File: config.mk
export PLATFORM = sky130hd
export DESIGN_NAME = alu
export DESIGN_NICKNAME = d
export VERILOG_FILES = /design/src/rtl/alu.sv
export SDC_FILE = /design/constraint.sdc
export NUM_CORES = 2
export LEC_CHECK = 0
export CAP_MARGIN = 20
export CORE_MARGIN = 2
export CORE_UTILIZATION = 35
export DETAILED_ROUTE_END_ITERATION = 16
export HOLD_SLACK_MARGIN = 0.15
export PLACE_DENSITY_LB_ADDON = 0.08
export SLEW_MARGIN = 10
export SYNTH_ARGS = -nofsm -noshare
export SYNTH_HDL_FRONTEND = slang
export SYNTH_SLANG_ARGS = --single-unit
File: constraint.sdc
create_clock -name clk -period 14.9 [get_ports clk]
set_clock_uncertainty 0.2 [all_clocks]
set_input_delay 2.98 -clock clk [delete_from_list [all_inputs] [get_ports clk]]
set_output_delay 2.98 -clock clk [all_outputs]
set_load 0.02 [all_outputs]
File: src/rtl/alu.sv
// alu: RV32 execute-stage integer ALU.
// Combinational result/zero/overflow plus registered result_q/zero_q.
// Optional feature: define ALU_DIVREM_EN to enable signed DIV (1100) and REM (1101);
// without it those codes return 0 like the other unused codes.
module alu #(
    parameter int WIDTH = 32
) (
    input  logic             clk,
    input  logic             rst_n,
    input  logic [WIDTH-1:0] a,
    input  logic [WIDTH-1:0] b,
    input  logic [3:0]       alu_control,
    output logic [WIDTH-1:0] result,
    output logic             zero,
    output logic             overflow,
    output logic [WIDTH-1:0] result_q,
    output logic             zero_q
);

    localparam int SHW = $clog2(WIDTH);

    typedef enum logic [3:0] {
        OP_ADD  = 4'b0000,
        OP_SUB  = 4'b0001,
        OP_MUL  = 4'b0010,
        OP_AND  = 4'b0011,
        OP_OR   = 4'b0100,
        OP_XOR  = 4'b0101,
        OP_SLL  = 4'b0110,
        OP_SRL  = 4'b0111,
        OP_SRA  = 4'b1000,
        OP_SLT  = 4'b1001,
        OP_SLTU = 4'b1010,
        OP_PASB = 4'b1011,
        OP_DIV  = 4'b1100,
        OP_REM  = 4'b1101
    } alu_op_e;

    alu_op_e          op;
    logic [SHW-1:0]   shamt;
    logic [WIDTH-1:0] sum;
    logic [WIDTH-1:0] diff;

    assign op    = alu_op_e'(alu_control);
    // Only the low bits of b select the shift distance; the rest are ignored.
    assign shamt = b[SHW-1:0];
    assign sum   = a + b;
    assign diff  = a - b;

`ifdef ALU_DIVREM_EN
    localparam logic [WIDTH-1:0] MIN_NEG = {1'b1, {(WIDTH-1){1'b0}}};
    localparam logic [WIDTH-1:0] ALL_ONES = {WIDTH{1'b1}};

    logic [WIDTH-1:0] quo;
    logic [WIDTH-1:0] rem;

    // Signed divide/remainder with the RISC-V results for divide-by-zero and
    // MIN/-1 handled explicitly so the native operators never see those cases.
    always_comb begin
        quo = '0;
        rem = '0;
        if (b == '0) begin
            quo = ALL_ONES;
            rem = a;
        end else if (a == MIN_NEG && b == ALL_ONES) begin
            quo = a;
            rem = '0;
        end else begin
            quo = $signed(a) / $signed(b);
            rem = $signed(a) % $signed(b);
        end
    end
`endif

    // Operation select; unused codes fall through to zero.
    always_comb begin
        result = '0;
        case (op)
            OP_ADD:  result = sum;
            OP_SUB:  result = diff;
            OP_MUL:  result = a * b;
            OP_AND:  result = a & b;
            OP_OR:   result = a | b;
            OP_XOR:  result = a ^ b;
            OP_SLL:  result = a << shamt;
            OP_SRL:  result = a >> shamt;
            OP_SRA:  result = WIDTH'($signed(a) >>> shamt);
            OP_SLT:  result = {{(WIDTH-1){1'b0}}, ($signed(a) < $signed(b))};
            OP_SLTU: result = {{(WIDTH-1){1'b0}}, (a < b)};
            OP_PASB: result = b;
`ifdef ALU_DIVREM_EN
            OP_DIV:  result = quo;
            OP_REM:  result = rem;
`endif
            default: result = '0;
        endcase
    end

    // Signed overflow is only meaningful for ADD and SUB.
    always_comb begin
        overflow = 1'b0;
        case (op)
            OP_ADD:  overflow = (a[WIDTH-1] == b[WIDTH-1]) && (sum[WIDTH-1]  != a[WIDTH-1]);
            OP_SUB:  overflow = (a[WIDTH-1] != b[WIDTH-1]) && (diff[WIDTH-1] != a[WIDTH-1]);
            default: overflow = 1'b0;
        endcase
    end

    assign zero = (result == '0);

    // EX/MEM copies: cleared immediately on reset, released on the next clock edge.
    always_ff @(posedge clk or negedge rst_n) begin
        if (!rst_n) begin
            result_q <= '0;
            zero_q   <= 1'b0;
        end else begin
            result_q <= result;
            zero_q   <= zero;
        end
    end

endmodule

* After elaboration in Yosys (flattened, before gate mapping) *
Index checks and enable logic that the tools add are counted.

storage, ports and cells
  flip-flop bits (word level) = 33
  input port bits = 70
  word-level logic and storage cells = 34

cells by class
  multipliers = 1
  add/subtract/negate cells = 2
  shift operators = 3
  $lt $le $gt $ge = 2
  reductions and logical operators = 4
  mux-type cells = 2
  bitwise logic cells = 3
  equality and inequality tests = 15

operators with widths
  kind                  count
  $pmux W32 S12         1
  $lt A32 B32 Y1        2
  $add A32 B32 Y32      1
  $and A32 B32 Y32      1
  $logic_not A32 Y1     1
  $mul A32 B32 Y32      1
  $or A32 B32 Y32       1
  $shl A32 B5 Y32       1
  $shr A32 B5 Y32       1
  $sshr A32 B5 Y32      1
  $sub A32 B32 Y32      1
  $xor A32 B32 Y32      1
  $eq A4 B3 Y1 const B  4
  $eq A4 B4 Y1 const B  4
  $eq A4 B2 Y1 const B  2
  $eq A4 B1 Y1 const B  1
  $logic_not A4 Y1      1
  $ne A1 B1 Y1          3
  $logic_and A1 B1 Y1   2
  $pmux W1 S2           1
  $eq A1 B1 Y1          1

* Longest topological paths before layout *
  word-level depth = 4
  gate-level depth with buffers = 36

* Worst setup path before layout *
OpenSTA, ideal clock, no wires.

  path type = input to output
  start = in b[3]
  end = out zero
  stages = 32
  path buffers = 6
  data required time = 11.720 ns
  arrival time = 11.691 ns
  slack = 0.029 ns
  path through = inv_1 -> clkbuf_1 -> clkbuf_1 -> buf_1 -> buf_1 -> buf_1 -> nor2_1 -> fa_1 -> inv_1 -> fa_1 -> fa_1 -> fa_1 -> inv_1 -> fa_1 -> inv_1 -> fa_1 -> inv_1 -> fa_1 -> fa_1 -> ha_1 -> clkbuf_1 -> and2_1 -> nand3_1 -> a21oi_1 -> o21ai_0 -> o21ai_0 -> a31o_2 -> nor3_1 -> or4_1 -> nor3_1 -> nand4b_1 -> nor4_2

on the way
  cells in the longest elaborated chain, start to end = 3

RTL lines
  item                                      line  RTL
  start: declaration                        11    input logic [WIDTH-1:0] b,
  $mul A32 B32 Y32 (tied with other cells)  81    OP_MUL: result = a * b;
  $pmux W32 S12 *                           78    case (op)
  net result[27]                            13    output logic [WIDTH-1:0] result,
  $logic_not A32 Y1 *                       109   assign zero = (result == '0);
  end: declaration                          14    output logic zero,

Mark *: on every way through the listed nets, which the timed path passes. The rest lies on a longest branch.

* Worst setup path after layout *
  start = in a[4]
  end = out zero

on the way
  cells in the longest elaborated chain, start to end = 3

RTL lines
  item                                      line  RTL
  start: declaration                        10    input logic [WIDTH-1:0] a,
  $mul A32 B32 Y32 (tied with other cells)  81
  $pmux W32 S12 *                           78
  $logic_not A32 Y1 *                       109

Every way passes the cells marked *; elsewhere a longest branch is shown, timed or not.

==> results <==
- The overall die width is 275 um.
- For this run, design rule violations remaining after detail routing come to 0.
- The type of the tightest min-delay check is input pin to asynchronous set/reset pin.
- The core footprint is 72800 um2.
- The worst pin sits at a relative slew slack of 13.7%.
- The max capacitance violation total is 0.
- Post-CTS timing repair inserted 0 buffers for setup.
- The number of nets with antenna violations after detailed routing is 0.
- STA classifies the critical path endpoint as an output port.
- Global routing consumed, over all layers together, 39.3% of the routing resources.
- The final cell utilization of the core is 42.4%.
- The placer's final routability congestion estimate is 1.01.
- The number of enable-type register cells in the synthesized netlist is 0.
- The clock tree synthesis step divided the H-tree into 2 levels.
- The fraction of layout instances using a drive strength above 1 is 13.3%.
- The final count of hold timing violations is 0.
- For this design, the sink count on the clock tree is 33.
- The total of buffers placed on input and output ports is 136.
- The minimum period implied by the final worst setup slack is 14700 ps.
- At the worst endpoint, the arrival time is 11520 ps.
- For this run, the slowest stage of the critical path takes 670 ps.
- The area enclosed by the die boundary is 75600 um2.
- The total negative slack is 0 ps.
- The critical path contains buffers and inverters numbering 9 combined.
- Broken down by cell family, the worst path's largest delay share belongs to adder cells.
- The number of hold buffers added after cts is 0.
- The total clock buffers created by CTS is 5.
- The clock tree from TritonCTS is built.
- Entering global routing, the biggest net connects 48 pins.
- The maximum clock rate is 68.0 MHz.
- The global-route wire length before repair is 209000 um.
- The most common library cell in the layout ignoring fill and taps is inv_1.
- The number of cells produced by synthesis is 3291.
- The source of the critical timing path is a[4].
- Summing the sequential cell areas from Yosys gives 3.21% of the chip area.
- STA classifies the critical path startpoint as an input pin.
- The synthesis-to-finish area growth is 20.2%.
- The detailed-route wire length per cell is 32.6 um.
- The via count of the first global-routing pass is 27300.
- The type of the setup path with the least slack is input pin to output port.
- The initial antenna violation count came to 11.
- The HPWL after detailed placement is 125000 um.
- The post-synth design cell area is 25700 um2.
- For this block, the via count after detailed routing is 27200.
- The part of the cycle the worst path needs is 98.7%.
- The number of max-slew violations in the final report is 0.
- The clock-pin slew on the worst setup and hold paths is 60 ps.
- The share of flip-flops with an asynchronous set or reset after synthesis is 100%.
- In the layout the commonest cells are inv_1 (466), nor2_1 (463), fa_1 (410).
- The run finished with clean final reports.
- The most used flip-flop cell after synthesis is dfrtp_1.
- After the last flow step, the layout net total stands at 4295.
- The starting density of the core is 35.3%.
- The final wirelength is 149000 um.
- The synthesis warning total is 0.
- The maximum number of buffers from clock root to sink is 2.
- The floorplan step set the die height to 275 um.
- The per-instance average area after synthesis is 7.81 um2.
- The I/O pin total is 137.
- The library cell used as clock root buffer is clkbuf_16.
- The number of nets handed over by synthesis was 3991.
- In this run the worst setup path terminates at zero.
- Setup violations remaining at the end of the flow were counted as 0.
- The maximum fanout along the worst path is 8.
- The worst endpoint required time is 11720 ps.
- The count of routing violations after the opening detailed-route iteration is 3231.
- The average vias per placed instance is 5.97.
- The largest individual stage delay along the critical path comes from the cell clkdlybuf4s50_1.
- Among the stages of the critical path, the cell type that occurs most often is fa_1.
- For this run, the detailed router's first-pass iteration total came to 5.
- The number of register bits inferred by synthesis is 33.
- Row generation in the floorplan step produced 99 rows.
- The critical path crosses 30 cells after its start point.
- At the pin with the least slew margin, the transition time is 1290 ps.
- In this run, distinct cell masters in the synthesized netlist total 94.
- The global-route congestion overflow total is 0.
## cell usage after synthesis, types with 20 or more instances
cell type / n / area share [%]
dfrtp_1: 33 / 3.2
nor2_1: 463 / 6.8
nor3_1: 36 / 0.70
nand2_1: 336 / 4.9
nand3_1: 49 / 0.95
o21ai_0: 137 / 2.7
nor2b_1: 24 / 0.58
clkbuf_1: 151 / 2.2
a211oi_1: 39 / 1.1
xnor2_1: 82 / 2.8
nand2b_1: 21 / 0.51
o22ai_1: 36 / 0.88
mux2i_1: 68 / 2.6
buf_1: 38 / 0.56
a221oi_1: 24 / 0.82
xor2_1: 23 / 0.78
fa_1: 410 / 32
mux2_2: 20 / 0.88
o221ai_1: 22 / 0.75
inv_1: 468 / 6.8
a21o_1: 21 / 0.61
ha_1: 220 / 11
a22oi_1: 27 / 0.79
o211ai_1: 34 / 0.99
a21oi_1: 147 / 2.9
## sequential cells by signal, summed over array words and instances, names as in the netlist
name      count
result_q     32
zero_q        1
## through the flow
stage / worst slack (ps) / hold WS, ps / area, um2 / std cells
6_report: 198 / 2900 / 30900 / 4559
3_5_place_dp: -230 / 3210 / 30700 / 4546
4_1_cts: 49.7 / 2900 / 30800 / 4554
5_1_grt: -2.20 / 2940 / 30900 / 4556
3_3_place_gp: -242 / 3200 / 30700 / 4546
2_1_floorplan: 29.2 / 2480 / 25700 / 3291
## kinds of logic after synthesis
| family | synth area share (%) |
|---|---|
| xor+xnor | 3.58 |
| compound gates | 17.1 |
| simple gates | 18.2 |
| buf+inv | 10.5 |
| mux | 4.65 |
| fa+ha+maj | 42.7 |
| flops | 3.21 |
## repair_timing
item	CTS	global route
endpoints found under the setup margin	1	5
pin swaps	0	1
gates resized for setup	2	16
## routing by layer
metal  up-vias  wire, um  track usage, %
met1     13900     62200            53.4
li1      11500         -               -
met5         -        35               0
met3       317     12200            6.49
met2      1528     65600            61.0
met4         6      8750            18.5
## layout make-up
| cell class | instances | area (um2) |
|---|---|---|
| diodes | 4 | 10.0 |
| clock buffers | 5 | 125 |
| clock inverters | 3 | 17.5 |
| fillers | 7506 | 41900 |
| inverters | 481 | 1810 |
| multi-input cells | 2560 | 22200 |
| flip-flops and latches | 33 | 826 |
| well taps | 959 | 1200 |
| repair buffers | 514 | 4660 |
## worst min-delay path by stage
stage / start / to / slack (ps) / depth (start not counted)
after floorplan: rst_n / result_q[0] / 2480 / 0
final: rst_n / result_q[31] / 2900 / 2
after global routing: rst_n / result_q[28] / 2940 / 2
after global placement: rst_n / zero_q / 3200 / 2
after detailed placement: rst_n / zero_q / 3210 / 2
after CTS: rst_n / result_q[31] / 2900 / 2
Power is not shown: default switching activity piles up to over one toggle a cycle in this logic, so the estimate is an artifact.
